`src/rtl/mult_div_pkg.sv`:
```
// Shared types and constants for the iterative multiply/divide unit.
package mult_div_pkg;

    localparam int unsigned MD_WIDTH = 32;
    localparam int unsigned MD_ITERS = 32;

    localparam logic OP_DIV  = 1'b0;
    localparam logic OP_MULT = 1'b1;

    typedef enum logic [1:0] {
        IDLE = 2'd0,
        RUN  = 2'd1,
        FIX  = 2'd2,
        DONE = 2'd3
    } mdState_t;

    // Two's-complement magnitude; the most negative value maps to itself as unsigned.
    function automatic logic [MD_WIDTH-1:0] absVal(input logic [MD_WIDTH-1:0] x);
        return x[MD_WIDTH-1] ? MD_WIDTH'(-x) : x;
    endfunction

endpackage

```
`src/rtl/booth_step.sv`:
```
// One radix-2 Booth iteration: conditional add/subtract of M into A, then arithmetic shift right.
module booth_step #(
    parameter int unsigned W = 32
) (
    input  logic [2*W+1:0] acc,
    input  logic [W:0]     m,
    output logic [2*W+1:0] nextAcc
);

    logic [W:0] aPart;
    logic [W:0] aSum;

    always_comb begin
        aPart = acc[2*W+1:W+1];
        aSum  = aPart;
        case (acc[1:0])
            2'b01:   aSum = aPart + m;
            2'b10:   aSum = aPart - m;
            default: aSum = aPart;
        endcase
        nextAcc = {aSum[W], aSum, acc[W:1]};
    end

endmodule

```
`src/rtl/mult_div_unit.sv`:
```
// Iterative signed Booth multiply / restoring divide serving the control FSM's MULT/DIV requests.
// Optional zero-divide trap enabled by defining MULT_DIV_DIV0_TRAP_EN.
module mult_div_unit
    import mult_div_pkg::*;
#(
    parameter int unsigned WIDTH = MD_WIDTH
) (
    input  logic             clock,
    input  logic             reset,
    input  logic             start,
    input  logic             op,
    input  logic [WIDTH-1:0] a,
    input  logic [WIDTH-1:0] b,
    output logic             busy,
    output logic             done,
    output logic [WIDTH-1:0] hi,
    output logic [WIDTH-1:0] lo,
    output logic             div_zero
);

    localparam int unsigned CNT_W = $clog2(MD_ITERS);
    localparam int unsigned ACC_W = 2*WIDTH + 2;

    mdState_t         state;
    logic             opReg;
    logic [CNT_W-1:0] iterCnt;
    logic [ACC_W-1:0] work;
    logic [ACC_W-1:0] boothNext;
    logic [ACC_W-1:0] divNext;
    logic [WIDTH:0]   mReg;
    logic             negQuo;
    logic             negRem;

    logic [WIDTH:0]   divShift;
    logic [WIDTH-1:0] divDiff;
    logic             divFits;
    logic [WIDTH-1:0] remMag;
    logic [WIDTH-1:0] quoMag;

    booth_step #(.W(WIDTH)) uBoothStep (
        .acc     (work),
        .m       (mReg),
        .nextAcc (boothNext)
    );

    // Divide layout: remainder in work[2W-1:W], dividend/quotient in work[W-1:0].
    always_comb begin
        remMag   = work[2*WIDTH-1:WIDTH];
        quoMag   = work[WIDTH-1:0];
        divShift = {remMag, quoMag[WIDTH-1]};
        divFits  = divShift >= {1'b0, mReg[WIDTH-1:0]};
        divDiff  = divShift[WIDTH-1:0] - mReg[WIDTH-1:0];
        divNext  = {2'b00, divFits ? divDiff : divShift[WIDTH-1:0],
                    quoMag[WIDTH-2:0], divFits};
    end

    always_ff @(posedge clock or negedge reset) begin
        if (!reset) begin
            state   <= IDLE;
            opReg   <= OP_DIV;
            iterCnt <= '0;
            work    <= '0;
            mReg    <= '0;
            negQuo  <= 1'b0;
            negRem  <= 1'b0;
            busy    <= 1'b0;
            done    <= 1'b0;
            hi      <= '0;
            lo      <= '0;
`ifdef MULT_DIV_DIV0_TRAP_EN
            div_zero <= 1'b0;
`endif
        end else begin
            case (state)
                IDLE: begin
                    if (start) begin
                        opReg   <= op;
                        iterCnt <= '0;
                        busy    <= 1'b1;
                        state   <= RUN;
                        if (op == OP_MULT) begin
                            work <= {{(WIDTH+1){1'b0}}, a, 1'b0};
                            mReg <= {b[WIDTH-1], b};
                        end else begin
                            work   <= {2'b00, {WIDTH{1'b0}}, absVal(a)};
                            mReg   <= {1'b0, absVal(b)};
                            negQuo <= a[WIDTH-1] ^ b[WIDTH-1];
                            negRem <= a[WIDTH-1];
                        end
`ifdef MULT_DIV_DIV0_TRAP_EN
                        if (op == OP_DIV && b == '0) begin
                            state    <= DONE;
                            done     <= 1'b1;
                            div_zero <= 1'b1;
                        end
`endif
                    end
                end
                RUN: begin
                    work    <= (opReg == OP_MULT) ? boothNext : divNext;
                    iterCnt <= iterCnt + CNT_W'(1);
                    if (iterCnt == CNT_W'(MD_ITERS - 1)) begin
                        if (opReg == OP_MULT) begin
                            hi    <= boothNext[2*WIDTH:WIDTH+1];
                            lo    <= boothNext[WIDTH:1];
                            done  <= 1'b1;
                            state <= DONE;
                        end else begin
                            state <= FIX;
                        end
                    end
                end
                FIX: begin
                    hi    <= negRem ? WIDTH'(-remMag) : remMag;
                    lo    <= negQuo ? WIDTH'(-quoMag) : quoMag;
                    done  <= 1'b1;
                    state <= DONE;
                end
                DONE: begin
                    done  <= 1'b0;
                    busy  <= 1'b0;
                    state <= IDLE;
`ifdef MULT_DIV_DIV0_TRAP_EN
                    div_zero <= 1'b0;
`endif
                end
                default: state <= IDLE;
            endcase
        end
    end

`ifndef MULT_DIV_DIV0_TRAP_EN
    assign div_zero = 1'b0;
`endif

endmodule

```
`config.mk`:
```
export PLATFORM = sky130hd
export DESIGN_NAME = mult_div_unit
export DESIGN_NICKNAME = d
export VERILOG_FILES = /design/src/rtl/mult_div_pkg.sv /design/src/rtl/booth_step.sv /design/src/rtl/mult_div_unit.sv
export SDC_FILE = /design/constraint.sdc
export NUM_CORES = 1
export LEC_CHECK = 0
export CAP_MARGIN = 20
export CORE_AREA = 2 2 179 312
export CTS_BUF_LIST = sky130_fd_sc_hd__clkbuf_4
export DETAILED_ROUTE_END_ITERATION = 16
export DIE_AREA = 0 0 181 314
export PLACE_DENSITY_LB_ADDON = 0.05
export SYNTH_ARGS = -nofsm -noshare
export SYNTH_HDL_FRONTEND = slang
export SYNTH_SLANG_ARGS = --single-unit
```
`constraint.sdc`:
```
create_clock -name clock -period 4.76 [get_ports clock]
set_clock_uncertainty 0.2 [all_clocks]
set_input_delay 0.952 -clock clock [delete_from_list [all_inputs] [get_ports clock]]
set_output_delay 0.952 -clock clock [all_outputs]
set_load 0.005 [all_outputs]
```
==> results.sh <==
export IMPL_core_sq_um=54300
export IMPL_clock_path_buffers=2
export IMPL_groute_usage_overall_pct=23.5
export IMPL_cts_reportedPaths_clkPinSlew_ns=0.17
export IMPL_crit_arrival_ns=5.05
export IMPL_tightest_slew_ns=0.996
export IMPL_seqCellArea_sq_um=4360
export IMPL_status="complete, but fails checks"
export IMPL_required_ns=5.19
export IMPL_fmax_mhz=216
export IMPL_synthArstFlopShare_pct=100
export IMPL_synth_top_area_share_pct=27.0
export IMPL_final_cell_mix="278 x nand2_1, 242 x o21ai_0, 173 x dfrtp_1"
export IMPL_htree_levels=4
export IMPL_post_dp_cell_area_sq_um=19100
export IMPL_syn_cell_area_sq_um=16100
export IMPL_gp_congestion=0.980
export IMPL_dp_hpwl_um=53700
export IMPL_vdd_drop_max_uv=347
export IMPL_maxCapViolCount=0
export IMPL_yosys_top_cells_area="dfrtp_1 27%, o21ai_0 7.6%, nand2_1 6.5%"
export IMPL_nNetsFinal=2407
export IMPL_finalHoldViolations=0
export IMPL_setup_viol=0
export IMPL_nFillCells=5748
export IMPL_antenna_found_initial=2
export IMPL_final_cells=2964
export IMPL_die_area_sq_um=56800
export IMPL_final_common_cell="nand2_1"
export IMPL_areaGrowthSynthToFinish_pct=21.0
export IMPL_drive_gt1_share_pct=12.8
export IMPL_drt_first_pass_iters=11
export IMPL_grt_pass1_vias=16300
export IMPL_die_x_um=181
export IMPL_ys_flop_type="dfrtp_1"
export IMPL_multi_input_area_sq_um=11100
export IMPL_grt_start_max_net_pins=98
export IMPL_setup_tns_ns=0
export IMPL_grt_overflow_total=0
export IMPL_ys_seq_area_share_pct=27.0
export IMPL_vias_per_cell=5.45
export IMPL_min_period_ns=4.62
export IMPL_power_density_nw_per_um2=902
export IMPL_synth_seq_cells=174
export IMPL_std_cell_rows=113
export IMPL_cts_tree="done"
export IMPL_ys_types=90
export IMPL_violations="DRC"
export IMPL_grt_pass1_wl_um=101000
export IMPL_die_h_um=314
export IMPL_critPathLaunchType="register"
export IMPL_ios=135
export IMPL_clock_latency_ns=0.68
export IMPL_cts_root_buf="clkbuf_4"
export IMPL_min_period_over_period_pct=97.1
export IMPL_wirelength_um=67200
export IMPL_rsz0062_at_grt="yes"
export IMPL_finalInstanceArea_sq_um=19500
export IMPL_drv_slew=0
export IMPL_cts_made_buffers=17
export IMPL_avgSynthCellArea_sq_um=7.75
export IMPL_drt_initial_drc_count=965
export IMPL_dp_cells=2929
export IMPL_holdCritPathClass="in -> async"
export IMPL_pre_cts_ws_ns=-0.0368
export IMPL_totalPowerFinal_mw=17.6
export IMPL_synth_edf_count=0
export IMPL_routedWlPerCell_um=22.7
export IMPL_ant_nets=0
export IMPL_syn_nets=2223
export IMPL_remaining_drc_errors=1
export IMPL_cp_max_fo=4
export IMPL_clock_sinks=174
export IMPL_leakage_nw=8.23
export IMPL_slew_headroom_pct=33.6
export IMPL_ys_warn_count=0
export IMPL_io_buffers=133
export IMPL_timing_worst_setup_path_type="reg -> reg"
export IMPL_initial_utilization_pct=29.7
export IMPL_worst_slack_ns=0.138
export IMPL_num_vias=16200
export IMPL_yosys_area_top_type="dfrtp_1"
export IMPL_end_kind="register"
export IMPL_synthCells=2076
[per-stage QoR]
step	hold WS [ns]	utilization, %
2_1_floorplan	0.245	-
3_3_place_gp	0.258	35.1
3_5_place_dp	0.264	35.1
4_1_cts	0.107	35.7
5_1_grt	0.136	35.9
6_report	0.109	35.9
[Yosys cell counts, types with 33 or more instances]
library cell / n
nand2_1: 279
o21ai_0: 245
dfrtp_1: 174
a21oi_1: 146
nor2_1: 129
clkbuf_1: 94
xnor2_1: 91
xor2_1: 86
ha_1: 77
inv_1: 69
a21o_1: 41
nand3_1: 41
a31oi_1: 39
mux2_2: 39
nor3_1: 38
a211oi_1: 37
mux2i_1: 36
or3_1: 33
[critical path, cell delays in order (launching register included)]
cell      delay [ns]
dfrtp_1         0.41
or4_4           0.55
nor4_4          0.22
buf_4           0.16
and2_4          0.18
buf_4           0.15
a31oi_1         0.10
xnor2_1         0.15
ha_1            0.35
buf_4           0.14
nand3_1         0.08
o2111a_1        0.30
a21oi_1         0.32
a31oi_1         0.15
o21ai_0         0.35
buf_4           0.18
mux2_2          0.34
a21oi_1         0.14
a221o_1         0.12
[power by group]
group	internal (mW)	total, mW	switching, mW
clock network	0.381	1.02	0.638
registers	2.17	3.06	0.892
logic	5.68	13.5	7.81
total	8.23	17.6	9.34
[timing repair]
action	in CTS	in global routing
endpoints found under the setup margin	1	16
hold buffers	0	0
resized for setup	1	17
pin swaps	0	11
buffers inserted	0	2
[area by class of cell]
type / instances / area share, %
Clock inverter: 14 / 0.931
Sequential cell: 174 / 22.4
Timing Repair Buffer: 291 / 13.2
Tap cell: 690 / 4.43
Multi-Input combinational cell: 1704 / 56.9
Clock buffer: 18 / 0.694
Antenna cell: 1 / 0.0128
Inverter: 72 / 1.39
[sequential cells by signal (all words and copies together) (netlist names), 2 cells and up]
register and flops:
work 65, mReg 33, hi 32, lo 32
iterCnt 5, state 2
[final timing paths]
check / from / to / slack (ns) / cells after the start
max: mReg[9] / work[58] / 0.14 / 18
max in group asynchronous: reset / mReg[3] / 3.29 / 2
min reg2reg: hi[19] / hi[19] / 0.30 / 2
max reg2reg: mReg[9] / work[58] / 0.14 / 18
min: reset / lo[17] / 0.11 / 1
min in group clock: hi[19] / hi[19] / 0.30 / 2
[per-layer routing]
metal  vias up  global-route usage [%]  wire length [um]
met1      7807                    25.1             25500
met4         0                    9.16              2590
met5         -                       0                 0
met2       362                    47.0             37500
li1       7896                       -                 -
met3        88                    2.15              1650
[cells by family (layout without fill, tap and decap cells)]
group / Yosys count / count (layout) / share of synthesized area (%)
XOR/XNOR: 178 / 178 / 9.73
multiplexers: 75 / 75 / 4.97
buffers and inverters: 198 / 395 / 4.73
adder cells (fa/ha/maj): 79 / 79 / 6.23
AO/OA/AOI/OAI: 707 / 707 / 27.4
AND/OR/NAND/NOR: 664 / 664 / 19.9
flip-flops: 174 / 174 / 27.0
other: 1 / 2 / 0.0233
Note: power is estimated with default switching activity, not from simulation.
